### config.mk
export PLATFORM = sky130hd
export DESIGN_NAME = ex_mdu
export DESIGN_NICKNAME = d
export VERILOG_FILES = /design/src/rtl/ex_mdu.sv
export SDC_FILE = /design/constraint.sdc
export NUM_CORES = 1
export LEC_CHECK = 0
export CAP_MARGIN = 20
export CORE_ASPECT_RATIO = 0.8
export CORE_MARGIN = 3
export CORE_UTILIZATION = 40
export DETAILED_ROUTE_END_ITERATION = 7
export HOLD_SLACK_MARGIN = 0.1
export PLACE_DENSITY = 0.69
export SETUP_SLACK_MARGIN = 0.1
export SYNTH_ARGS = -nofsm -noshare
export SYNTH_HDL_FRONTEND = slang
export SYNTH_SLANG_ARGS = --single-unit
### constraint.sdc
create_clock -name clk -period 4.1 [get_ports clk]
set_input_delay 0.41 -clock clk [delete_from_list [all_inputs] [get_ports clk]]
set_output_delay 0.41 -clock clk [all_outputs]
set_load 0.005 [all_outputs]
### src/rtl/ex_mdu.sv
// ---------------------------------------------------------------------------
// ex_mdu -- multi-cycle RV32M multiply/divide execute unit
//
// Sits beside the single-cycle ALU in the EX stage. A start request latches
// the operands. The unit then iterates one bit per cycle: shift-add for
// multiplies, restoring division for divides. Signed operands are converted
// to magnitudes on entry, and the sign of the result is fixed up in one final
// cycle. Two divide cases are answered immediately, without iterating:
// division by zero and signed overflow (most-negative / -1).
//
// Ports
//   clk      in   1       clock, all state on rising edge
//   rst      in   1       synchronous active-high reset (overrides rdy/flush_i)
//   rdy      in   1       global ready; when low every register holds
//   flush_i  in   1       abort current operation, no done pulse for it
//   start_i  in   1       request, only sampled while idle
//   op_i     in   3       funct3: MUL,MULH,MULHSU,MULHU,DIV,DIVU,REM,REMU
//   rs1_i    in   XLEN    multiplicand / dividend
//   rs2_i    in   XLEN    multiplier / divisor
//   wd_i     in   REG_AW  destination register
//   wreg_i   in   1       destination write enable
//   busy_o   out  1       operation in flight (includes the done cycle)
//   done_o   out  1       one-cycle pulse; data_o/wd_o/wreg_o valid
//   data_o   out  XLEN    result (holds between operations)
//   wd_o     out  REG_AW  destination of the finished op
//   wreg_o   out  1       write enable of the finished op, 0 when wd_o==0
// ---------------------------------------------------------------------------
module ex_mdu #(
  parameter int XLEN   = 32,
  parameter int CNT_W  = 6,
  parameter int REG_AW = 5
) (
  input  logic              clk,
  input  logic              rst,
  input  logic              rdy,
  input  logic              flush_i,
  input  logic              start_i,
  input  logic [2:0]        op_i,
  input  logic [XLEN-1:0]   rs1_i,
  input  logic [XLEN-1:0]   rs2_i,
  input  logic [REG_AW-1:0] wd_i,
  input  logic              wreg_i,
  output logic              busy_o,
  output logic              done_o,
  output logic [XLEN-1:0]   data_o,
  output logic [REG_AW-1:0] wd_o,
  output logic              wreg_o
);

  localparam logic [2:0] OP_MUL    = 3'd0;
  localparam logic [2:0] OP_MULH   = 3'd1;
  localparam logic [2:0] OP_MULHSU = 3'd2;
  localparam logic [2:0] OP_MULHU  = 3'd3;
  localparam logic [2:0] OP_DIV    = 3'd4;
  localparam logic [2:0] OP_DIVU   = 3'd5;
  localparam logic [2:0] OP_REM    = 3'd6;
  localparam logic [2:0] OP_REMU   = 3'd7;

  localparam logic [CNT_W-1:0] LAST_ITER = CNT_W'(XLEN);
  localparam logic [XLEN-1:0]  INT_MIN   = {1'b1, {(XLEN-1){1'b0}}};

  typedef enum logic [1:0] {
    S_IDLE = 2'd0,
    S_CALC = 2'd1,
    S_DONE = 2'd2
  } state_t;

  state_t state_reg, state_next;

  // Iteration state. For multiplies {hi_reg,lo_reg} is the shifting product,
  // with the multiplier consumed from the bottom of lo_reg. For divides
  // hi_reg is the partial remainder and lo_reg shifts the dividend out of its
  // top while the quotient bits shift in at the bottom.
  logic [CNT_W-1:0]  cnt_reg;
  logic [2:0]        op_reg;
  logic [XLEN-1:0]   hi_reg;
  logic [XLEN-1:0]   lo_reg;
  logic [XLEN-1:0]   opb_reg;      // multiplicand or divisor magnitude
  logic              neg_q_reg;    // negate product / quotient at the end
  logic              neg_r_reg;    // negate remainder at the end
  logic [REG_AW-1:0] wd_hold_reg;
  logic              wreg_hold_reg;

  logic              done_reg;
  logic [XLEN-1:0]   data_reg;
  logic [REG_AW-1:0] wd_out_reg;
  logic              wreg_out_reg;

  // -------------------------------------------------------------------------
  // Operand decode on the request inputs
  // -------------------------------------------------------------------------
  logic            in_div;
  logic            in_sa;
  logic            in_sb;
  logic            in_a_neg;
  logic            in_b_neg;
  logic [XLEN-1:0] in_a_mag;
  logic [XLEN-1:0] in_b_mag;
  logic            in_div0;
  logic            in_ovf;
  logic            in_fast;
  logic [XLEN-1:0] in_fast_res;

  always_comb begin
    in_div   = op_i[2];
    in_sa    = (op_i == OP_MULH) || (op_i == OP_MULHSU) ||
               (op_i == OP_DIV)  || (op_i == OP_REM);
    in_sb    = (op_i == OP_MULH) || (op_i == OP_DIV) || (op_i == OP_REM);
    in_a_neg = in_sa & rs1_i[XLEN-1];
    in_b_neg = in_sb & rs2_i[XLEN-1];
    // Negating INT_MIN yields INT_MIN, which is also its correct unsigned
    // magnitude, so no special case is needed here.
    in_a_mag = in_a_neg ? -rs1_i : rs1_i;
    in_b_mag = in_b_neg ? -rs2_i : rs2_i;

    in_div0  = in_div && (rs2_i == '0);
    // in_sa && in_div selects exactly the signed DIV/REM pair.
    in_ovf   = in_sa && in_div && (rs1_i == INT_MIN) && (rs2_i == '1);
    in_fast  = in_div0 | in_ovf;

    // op_i[1] separates REM/REMU (6,7) from DIV/DIVU (4,5).
    if (in_div0) begin
      in_fast_res = op_i[1] ? rs1_i : '1;
    end else begin
      in_fast_res = op_i[1] ? '0 : rs1_i;
    end
  end

  // -------------------------------------------------------------------------
  // FSM
  // -------------------------------------------------------------------------
  logic last_iter;
  assign last_iter = (cnt_reg == LAST_ITER);

  always_ff @(posedge clk) begin
    if (rst) begin
      state_reg <= S_IDLE;
    end else begin
      state_reg <= state_next;
    end
  end

  always_comb begin
    state_next = state_reg;
    if (rdy) begin
      if (flush_i) begin
        state_next = S_IDLE;
      end else begin
        case (state_reg)
          S_IDLE: begin
            if (start_i) begin
              state_next = in_fast ? S_DONE : S_CALC;
            end
          end
          S_CALC: begin
            if (last_iter) begin
              state_next = S_DONE;
            end
          end
          S_DONE:  state_next = S_IDLE;
          default: state_next = S_IDLE;
        endcase
      end
    end
  end

  // -------------------------------------------------------------------------
  // One iteration step
  // -------------------------------------------------------------------------
  logic [XLEN:0]   mul_sum;
  logic [XLEN:0]   div_trial;
  logic [XLEN-1:0] hi_step;
  logic [XLEN-1:0] lo_step;

  always_comb begin
    mul_sum   = {1'b0, hi_reg} + (lo_reg[0] ? {1'b0, opb_reg} : '0);
    // The shifted partial remainder is always below 2*divisor, so the top
    // bit of the trial difference is a clean borrow flag.
    div_trial = {hi_reg, lo_reg[XLEN-1]} - {1'b0, opb_reg};
    if (op_reg[2]) begin
      if (!div_trial[XLEN]) begin
        hi_step = div_trial[XLEN-1:0];
        lo_step = {lo_reg[XLEN-2:0], 1'b1};
      end else begin
        hi_step = {hi_reg[XLEN-2:0], lo_reg[XLEN-1]};
        lo_step = {lo_reg[XLEN-2:0], 1'b0};
      end
    end else begin
      hi_step = mul_sum[XLEN:1];
      lo_step = {mul_sum[0], lo_reg[XLEN-1:1]};
    end
  end

  // -------------------------------------------------------------------------
  // Sign fix-up and result selection (used in the final CALC cycle)
  // -------------------------------------------------------------------------
  logic [2*XLEN-1:0] prod;
  logic [2*XLEN-1:0] prod_fix;
  logic [XLEN-1:0]   quo_fix;
  logic [XLEN-1:0]   rem_fix;
  logic [XLEN-1:0]   result;

  always_comb begin
    prod     = {hi_reg, lo_reg};
    prod_fix = neg_q_reg ? -prod : prod;
    quo_fix  = neg_q_reg ? -lo_reg : lo_reg;
    rem_fix  = neg_r_reg ? -hi_reg : hi_reg;
    case (op_reg)
      OP_MUL:                       result = prod_fix[XLEN-1:0];
      OP_MULH, OP_MULHSU, OP_MULHU: result = prod_fix[2*XLEN-1:XLEN];
      OP_DIV, OP_DIVU:              result = quo_fix;
      OP_REM, OP_REMU:              result = rem_fix;
      default:                      result = '0;
    endcase
  end

  // -------------------------------------------------------------------------
  // Datapath and output registers
  // -------------------------------------------------------------------------
  always_ff @(posedge clk) begin
    if (rst) begin
      cnt_reg       <= '0;
      op_reg        <= '0;
      hi_reg        <= '0;
      lo_reg        <= '0;
      opb_reg       <= '0;
      neg_q_reg     <= 1'b0;
      neg_r_reg     <= 1'b0;
      wd_hold_reg   <= '0;
      wreg_hold_reg <= 1'b0;
      done_reg      <= 1'b0;
      data_reg      <= '0;
      wd_out_reg    <= '0;
      wreg_out_reg  <= 1'b0;
    end else if (rdy) begin
      // DONE is only ever entered for one cycle, so this yields the pulse;
      // a flush forces IDLE and therefore suppresses it.
      done_reg <= (state_next == S_DONE);
      if (!flush_i) begin
        case (state_reg)
          S_IDLE: begin
            if (start_i) begin
              op_reg        <= op_i;
              wd_hold_reg   <= wd_i;
              wreg_hold_reg <= wreg_i;
              cnt_reg       <= '0;
              hi_reg        <= '0;
              lo_reg        <= in_div ? in_a_mag : in_b_mag;
              opb_reg       <= in_div ? in_b_mag : in_a_mag;
              neg_q_reg     <= in_a_neg ^ in_b_neg;
              neg_r_reg     <= in_a_neg;
              if (in_fast) begin
                data_reg     <= in_fast_res;
                wd_out_reg   <= wd_i;
                wreg_out_reg <= wreg_i && (wd_i != '0);
              end
            end
          end
          S_CALC: begin
            if (!last_iter) begin
              hi_reg  <= hi_step;
              lo_reg  <= lo_step;
              cnt_reg <= cnt_reg + CNT_W'(1);
            end else begin
              data_reg     <= result;
              wd_out_reg   <= wd_hold_reg;
              wreg_out_reg <= wreg_hold_reg && (wd_hold_reg != '0);
            end
          end
          default: ;
        endcase
      end
    end
  end

  assign busy_o = (state_reg != S_IDLE);
  assign done_o = done_reg;
  assign data_o = data_reg;
  assign wd_o   = wd_out_reg;
  assign wreg_o = wreg_out_reg;

endmodule

# After elaboration in Yosys (flattened, before gate mapping)
# Index checks and enable logic that the tools add are counted.
# word_totals
output_inout_bits	40
input_bits	78
word_cells	114
reg_bits	154
# classes
n_reduce_logical	24
mux	43
addsub	8
eq_ne	20
bitwise_logic	5
# op_table
operator	n
32-bit 2-to-1 mux	20
32-bit one-hot mux with 2 select lines	3
32-bit negator	4
32-bit one-hot mux with 4 select lines	1
32-bit equality test (second input constant)	2
64-bit 2-to-1 mux	1
64-bit negator	1
32-bit by 32-bit adder with 33-bit output	1
33-bit by 32-bit subtractor with 33-bit output	1
32-bit zero test	1
3-bit equality test (second input constant)	6
5-bit 2-to-1 mux	3
6-bit 2-to-1 mux	2
6-bit one-hot mux with 2 select lines	1
2-bit 2-to-1 mux	5
5-bit one-hot mux with 2 select lines	1
5-bit nonzero test	2
3-bit by 2-bit equality test with 1-bit output (second input constant)	3
2-bit inequality test (second input constant)	4
6-bit by 1-bit adder with 6-bit output (second input constant)	1
3-bit by 1-bit equality test with 1-bit output (second input constant)	2
6-bit equality test (second input constant)	1
1-bit logical AND	6
6-bit AND reduction	1
17 further kinds	27

# Longest topological paths before layout
# Gate-level depths: netlist of run 1.
# depth
ltp_word	14
depth_mapped	15

# Worst setup path before layout of run 1
# OpenSTA, ideal clock, no wires.
# synth_timing
path_kind	reg2reg
start	register lo_reg[31]
end	register hi_reg[10]
arrival_time_ns	3.143
period_less_slack_ns	3.268
path_slack_ns	0.832
stages_incl_launch_ff	15
setup_time_ns	0.125
cell_sequence	dfxtp_1 > inv_1 > ha_1 > inv_1 > fa_1 > a21o_1 > a21oi_1 > o31ai_4 > nand3b_1 > a2111oi_4 > nor3_1 > nor2_2 > buf_4 > a211oi_1 > o21ai_0
# synth_between
elab_chain_cells	5
# synth_rtl
element	line_no	rtl
start: declaration	77	logic [XLEN-1:0] lo_reg;
start signal: assignment	248	lo_reg <= in_div ? in_a_mag : in_b_mag;
start signal: assignment	262	lo_reg <= lo_step;
33-bit by 32-bit subtractor with 33-bit output	179	div_trial = {hi_reg, lo_reg[XLEN-1]} - {1'b0, opb_reg};
32-bit 2-to-1 mux	181	if (!div_trial[XLEN]) begin
32-bit 2-to-1 mux	180	if (op_reg[2]) begin
32-bit 2-to-1 mux	260	if (!last_iter) begin
32-bit one-hot mux with 2 select lines	240	case (state_reg)
end signal: assignment	261	hi_reg <= hi_step;
end: declaration	76	logic [XLEN-1:0] hi_reg;
# Every way passes these cells. The select of a mux whose other input is x is not followed.
# A chain may end at the register's enable or synchronous reset.

# Final worst setup path of run 1
# layout_timing
start	register lo_reg[0]
end	register hi_reg[28]
# layout_between
elab_chain_cells	5
# layout_rtl
element	line_no	rtl
32-bit 2-to-1 mux	176	mul_sum = {1'b0, hi_reg} + (lo_reg[0] ? {1'b0, opb_reg} : '0);
32-bit by 32-bit adder with 33-bit output	176	
32-bit 2-to-1 mux	180	
32-bit 2-to-1 mux	260	
32-bit one-hot mux with 2 select lines	240	
# Every way passes these cells. The select of a mux whose other input is x is not followed.

==> metrics.yaml, run 1 <==
power:
  power.internal_mw: 2.880
  power-per-cell-area_nw_per_um2: 253.0
  swShare_pct: 36.47
  ir_worst_vdd_uv: 317.6
  pwr-share-comb_pct: 29.6
  pwr-share-clk_pct: 35.2
  seq_power_share_pct: 35.2
  switchingPower_mw: 1.653
  p_leak_nw: 6.722
detailed_routing:
  num_vias: 17450
  drt_iter0_drc: 2239
  wl_mm: 64.41
  dr.pass1.iters: 6
  vias_per_cell: 6.363
  postRouteAntennaNets: 0
  drc: 0
  wl_per_cell_um: 23.49
logic_synthesis:
  synth_area_per_cell_um2: 7.123
  syn_nets: 2335
  yosysWarnings: 0
  seq_area_frac_synth_pct: 19.82
  synth_area_leaders: "dfxtp_1, xnor2_1, a21oi_1"
  synth_cell_types: 91
  synth.cell_area_um2: 15560
  synth_top_area_cell: "dfxtp_1"
  synth_seq_cells: 154
  syn_inst: 2184
  yosys_most_used_dff: "dfxtp_1"
  synth-edff-count: 0
  synth_top_cell_area_share_pct: 19.82
  async_flop_share_pct: 0
sta:
  slew_headroom_pct: 31.11
  fmax_ghz: 0.2653
  hold_viol: 0
  worst_pin_slew_ns: 1.030
  rsz0062_at_grt: "no"
  post-route-period-util_pct: 91.94
  setup_viol: 0
  slew_violations: 0
  finalSetupTns_ns: 0
  min_period_ns: 3.770
  clock_skew_ns: 0.01035
critical_path:
  crit_type: "reg2reg"
  crit_required_ns: 4.42
  max_stage_delay_ns: 0.54
  arrival_ns: 4.09
  slowest_stage: "a211oi_1"
  path_max_fanout: 18
  crit_path_end_kind: "flip-flop"
  path_cells: "inv_1 -> buf_4 -> nor2_1 -> ha_1 -> a21oi_1 -> inv_1 -> a2111o_1 -> a211oi_1 -> nor2_1 -> a31oi_1 -> xor2_1 -> o221ai_1"
  cp-start-kind: "flip-flop"
global_routing:
  grt-ovfl-total: 0
  track_usage_pct: 30.36
  grt_max_degree: 74
  grt_pass1_wl_mm: 97.05
  grt_pass1_vias: 15830
  antenna_found_initial: 2
floorplanning:
  initial_core_util_pct: 41.29
  fp.dieArea_um2: 41310
  die_x_um: 226.5
  dieHeight_um: 182.4
  core_area_um2: 37680
  row_count: 63
  num_io_pins: 118
clocking:
  htree_levels: 4
  cts.sinks: 154
  clk_latency_ns: 0.46
  cts_tree: "built"
  cts_buffer_depth: 2
  cts_hold_buffers: 0
  cts_resized: 0
  cts_buffers: 17
  clkTransAtPathRegs_ns: 0.07
  root_buffer: "clkbuf_16"
  cts_setup_buffers: 0
place:
  place.gp.congestion: 1.051
  hpwl_mm: 50.35
  numPortBuffers: 117
layout:
  num_antenna_cells: 0
  postLayoutCoreUtil_pct: 47.56
  drive_above_1_share_pct: 7.583
  syn_to_final_growth_pct: 15.18
  nets: 2394
job:
  maxCapViolCount: 0
hold_path:
  hp-class: "in2reg"
status:
  status: "completed"
-- cells by family (layout without fill, tap and decap cells) --
logic type                 Yosys count  in the layout  share of synthesized area (%)
and+or+nand+nor                    728            728                          22.20
adders and majority gates           98             98                          7.576
buffers and inverters              245            316                          6.177
muxes                               70             70                          4.520
AOI/OAI and AO/OA                  711            711                          29.69
DFF                                154            154                          19.82
xor gates and xnor gates           178            178                          10.02
-- cells in the mapped netlist (6+ instances only) --
cell and count:
a31oi_1 26, mux2i_1 68, or3_1 33, a21o_1 33, nor4_1 25, nor2b_1 12
o221ai_1 14, o21ai_0 165, nand2_1 231, o31ai_1 29, dfxtp_1 154, or4_1 14
xnor2_1 112, or2_2 8, o22ai_1 13, a211o_1 6, a311oi_1 15, and2_1 8
clkbuf_1 135, a21oi_1 186, nor2_1 211, o31a_1 6, o211ai_1 55, ha_1 71
buf_2 9, o21bai_1 8, a211oi_1 48, nand2b_1 16, nor3_1 68, nand3_1 41
o21a_1 18, nand4_1 22, buf_1 12, a22oi_1 18, a221oi_1 6, maj3_1 25
o41ai_1 13, and3_1 9, xor2_1 66, inv_1 77
-- stage by stage --
| stage | hold slack [ns] | cell area (µm²) | cells | total power [mW] | worst slack, ns |
|---|---|---|---|---|---|
| after global placement | 0.4436 | 17350 | 2710 | 2.910 | 0.3466 |
| after floorplan | 0.4319 | 15560 | 2184 | 2.432 | 0.8321 |
| after CTS | 0.4408 | 17920 | 2742 | 4.494 | 0.3894 |
| after global routing | 0.4723 | 17920 | 2742 | 4.689 | 0.1120 |
| after detailed placement | 0.4457 | 17360 | 2711 | 2.923 | 0.1795 |
| final | 0.4528 | 17920 | 2742 | 4.533 | 0.3304 |
-- worst paths after layout --
check,startpoint,slack [ns],cells past startpoint,end
setup / recovery,lo_reg[0],0.33,12,hi_reg[28]
hold / removal,rst,0.45,2,cnt_reg[0]
setup reg to reg,lo_reg[0],0.33,12,hi_reg[28]
hold reg to reg,opb_reg[4],0.46,2,opb_reg[4]
-- final cells by class --
cell class                      instances  area [µm²]
Inverter                               80       300.3
Multi-Input combinational cell       1785       11540
Fill cell                            3813       19760
Clock inverter                         14       136.4
Tap cell                              487       609.3
Timing Repair Buffer                  205        1822
Sequential cell                       154        3084
Clock buffer                           17       425.4
-- critical path, delay by kind of cell, from the launching register on --
kind,cells,cell delay (ns)
AO/OA/AOI/OAI,5,1.67
AND/OR/NAND/NOR,2,0.24
flip-flops,1,0.37
buffers and inverters,3,0.68
adder cells (fa/ha/maj),1,0.41
XOR/XNOR,1,0.24
-- layer usage --
layer	track usage [%]	share of wire (%)	up-vias
met5	0	0.037	-
met4	6.968	2.1	4
met3	8.588	13	109
met2	42.36	40	999
met1	45.59	45	8252
li1	-	-	8083
-- power groups by stage --
stage	clock, mW	combinational, mW	sequential, mW
finish	1.59	1.34	1.60
CTS	1.60	1.30	1.59
floorplan	0	0.843	1.59
global placement	0	1.28	1.63
detailed placement	0	1.30	1.63
global route	1.66	1.43	1.60
-- placed cells by master (no fill, tap or decap), types with 9 or more instances in the layout --
cell type	netlist	final
a22oi_1	18	18
nand2b_1	16	15
a21o_1	33	33
mux2i_1	68	68
maj3_1	25	25
o41ai_1	13	13
ha_1	71	71
buf_4	5	88
nand3_1	41	41
a211oi_1	48	48
inv_1	77	77
nor2b_1	12	11
a31oi_1	26	26
nand2_1	231	231
nor3_1	68	66
o22ai_1	13	13
o21a_1	18	18
nor2_1	211	210
clkbuf_16	0	17
and3_1	9	9
or4_1	14	14
a311oi_1	15	15
dfxtp_1	154	153
xor2_1	66	66
o221ai_1	14	14
xnor2_1	112	112
nand4_1	22	22
o21ai_0	165	165
o211ai_1	55	55
clkdlybuf4s50_1	0	115
o31ai_1	29	29
nor4_1	25	24
or3_1	33	33
a21oi_1	186	186
Power figures use the tool's default switching activity.
==> run 2: changes to the inputs <==
SLEW_MARGIN = 0   (was default)
==> results of run 2 <==
No change in the layout: final DEF, timing and power equal those of run 1.
==> run 3: changes to the inputs <==
--- a/config.mk
+++ b/config.mk
@@ -6,11 +6,12 @@
 export NUM_CORES = 1
 export LEC_CHECK = 0
+export ABC_CLOCK_PERIOD_IN_PS = 4100
 export CAP_MARGIN = 20
 export CORE_ASPECT_RATIO = 0.8
 export CORE_MARGIN = 3
-export CORE_UTILIZATION = 40
+export CORE_UTILIZATION = 50
 export DETAILED_ROUTE_END_ITERATION = 7
 export HOLD_SLACK_MARGIN = 0.1
-export PLACE_DENSITY = 0.69
+export PLACE_DENSITY = 0.81
 export SETUP_SLACK_MARGIN = 0.1
 export SLEW_MARGIN = 0
==> constraint.sdc (replaced) <==
create_clock -name clk -period 4.1 [get_ports clk]
set_input_delay 1.025 -clock clk [delete_from_list [all_inputs] [get_ports clk]]
set_output_delay 1.025 -clock clk [all_outputs]
set_load 0.005 [all_outputs]
==> metrics.yaml, run 3 (synthesis results as in run 1) <==
status:
  status: "completed"
sta:
  fin_hold_ws_ns: 0.4547  # +0.001917 ns
  setup_ws_ns: 0.3212  # -0.009110 ns
  post-route-period-util_pct: 92.16  # +0.22 points
  setup_viol: 0  # unchanged
  finalSetupTns_ns: 0  # unchanged
  clock_skew_ns: 0.01060  # +0.0002540 ns
  slew_headroom_pct: 43.44  # +12 points
  min_period_ns: 3.779  # +0.009110 ns
  rsz0062_at_grt: "no"
  slew_violations: 0  # unchanged
  worst_pin_slew_ns: 0.8406  # -0.1889 ns
  hold_viol: 0  # unchanged
  fmax_ghz: 0.2646  # -0.24%
detailed_routing:
  num_vias: 17890  # +2.5%
  wl_per_cell_um: 22.75  # -3.2%
  dr.pass1.iters: 6  # unchanged
  wl_mm: 61.10  # -5.1%
  postRouteAntennaNets: 0  # unchanged
  vias_per_cell: 6.659  # +4.7%
  drc: 0  # unchanged
  drt_iter0_drc: 2707  # +21%
global_routing:
  grt-ovfl-total: 0  # unchanged
  track_usage_pct: 35.54  # +5.2 points
  grt_max_degree: 71  # -4.1%
  grt_pass1_wl_mm: 93.68  # -3.5%
  grt_pass1_vias: 16070  # +1.6%
  antenna_found_initial: 1  # -1
critical_path:
  worstRegToRegCells: 14  # +2
  critPathBufInv: 4  # +1
  path_cells: "inv_1 -> buf_4 -> buf_4 -> nor2_1 -> ha_1 -> a2111oi_0 -> o21bai_1 -> nand2_1 -> o21ai_0 -> buf_4 -> a311oi_1 -> nor2_1 -> xnor2_1 -> o211ai_1"
  slowest_stage: "a2111oi_0"
  crit_type: "reg2reg"
  cp-start-kind: "flip-flop"
  regToRegSetupSlack_ns: 0.32  # about the same
  r2r-end: "hi_reg[27]"
  crit_path_end_kind: "flip-flop"
  path_max_fanout: 16  # -2
  crit_required_ns: 4.43  # about the same
  arrival_ns: 4.11  # +0.02 ns
  max_stage_delay_ns: 0.58  # +0.04 ns
  crit_family: "compound AO/OA/AOI/OAI gates"
  cp_common_cell: "buf_4"
  rr_startpoint: "lo_reg[0]"
layout:
  fillers: 2833  # -26%
  postLayoutCoreUtil_pct: 59.14  # +12 points
  drive_above_1_share_pct: 8.227  # +0.64 points
  layout_commonest_cell: "nand2_1"
  nets: 2411  # +0.71%
  mostFrequentLayoutCells: "nand2_1, nor2_1, a21oi_1, o21ai_0, dfxtp_1"
  multi_input_comb_area_um2: 11540  # about the same
  fin_area_um2: 18050  # +0.75%
  final_cells: 2686  # -2.0%
  syn_to_final_growth_pct: 16.04
  num_antenna_cells: 0  # unchanged
  regArea_um2: 3084  # unchanged
floorplanning:
  fp.dieArea_um2: 33280  # -19%
  num_io_pins: 118  # unchanged
  initial_core_util_pct: 50.97  # +9.7 points
  dieHeight_um: 163.8  # -10%
  core_area_um2: 30520  # -19%
  die_x_um: 203.2  # -10%
  row_count: 57  # -9.5%
clocking:
  clk_latency_ns: 0.45  # about the same
  cts_buffer_depth: 2  # unchanged
  cts_hold_buffers: 0  # unchanged
  htree_levels: 4  # unchanged
  cts_resized: 0  # unchanged
  clkTransAtPathRegs_ns: 0.07  # about the same
  cts_setup_buffers: 0  # unchanged
  cts_tree: "built"
  cts_buffers: 17  # unchanged
  root_buffer: "clkbuf_16"
  cts.sinks: 154  # unchanged
place:
  dpl-instance-area_um2: 17440  # +0.48%
  hpwl_mm: 47.14  # -6.4%
  place.gp.congestion: 1.041  # -0.91%
  numPortBuffers: 117  # unchanged
  pre_cts_ws_ns: 0.1038  # -0.07561 ns
  post-place-cells: 2654  # -2.1%
power:
  p_leak_nw: 6.835  # +1.7%
  seq_power_share_pct: 34.0  # -1.2 points
  ir_worst_vdd_uv: 262.7  # -17%
  swShare_pct: 35.46  # -1.0 points
  switchingPower_mw: 1.667  # +0.85%
  pwr-share-clk_pct: 36.8  # +1.6 points
  power-per-cell-area_nw_per_um2: 260.4  # +2.9%
  finalPower_mw: 4.701  # +3.7%
  power.internal_mw: 3.034  # +5.4%
  pwr-share-comb_pct: 29.2  # -0.4 points
hold_path:
  hp-class: "reg2reg"
  min_path_cells: 2  # unchanged
  hold_path_startpoint: "opb_reg[7]"
  holdPathEnd: "opb_reg[7]"
job:
  maxCapViolCount: 0  # unchanged
run 3: cell types whose count changed in the layout (fill, tap and decap cells not counted):
cell,change
buf_4,+14
buf_12,+4
bufinv_16,+2
buf_2,-1
clkbuf_1,+1
clkinv_2,-1
clkinv_4,+1
clkinvlp_4,-1
inv_6,-1
nor3_1,+1
nor3_2,-1
run 3: layout make-up:
cell class,instances,area share [%]
Clock buffer,18,2.377
Clock inverter,14,1.019
Inverter,80,1.663
Multi-Input combinational cell,1785,63.91
Sequential cell,154,17.08
Tap cell,413,2.862
Timing Repair Buffer,222,11.09
run 3: power groups by stage:
stage               clock, mW  combinational (mW)  sequential [mW]
floorplan                   0               0.843             1.59
global placement            0                1.30             1.63
detailed placement          0                1.31             1.63
CTS                      1.71                1.32             1.59
global route             1.78                1.45             1.60
finish                   1.73                1.37             1.60
run 3: layer usage:
layer / global-route usage (%) / vias to the layer above / part of all wire, %
met1: 50.58 / 8404 / 42
met3: 10.44 / 146 / 13
met5: 0 / - / 0.021
met2: 51.09 / 1207 / 41
li1: - / 8128 / -
met4: 12.13 / 2 / 3.3
run 3: worst register-to-register path: stages, from the launching register on:
cell,delay (ns)
dfxtp_1,0.37
inv_1,0.32
buf_4,0.26
buf_4,0.25
nor2_1,0.07
ha_1,0.36
a2111oi_0,0.58
o21bai_1,0.18
nand2_1,0.12
o21ai_0,0.13
buf_4,0.20
a311oi_1,0.40
nor2_1,0.12
xnor2_1,0.20
o211ai_1,0.10
run 3: how the worst max path moves through the flow:
stage / from / endpoint / cells past startpoint
floorplan: rs1_i[4] / data_o[25] / 10
global placement: rs2_i[19] / lo_reg[28] / 10
detailed placement: rs2_i[19] / data_o[27] / 10
CTS: lo_reg[0] / hi_reg[28] / 13
global route: lo_reg[0] / hi_reg[28] / 13
finish: lo_reg[0] / hi_reg[27] / 14
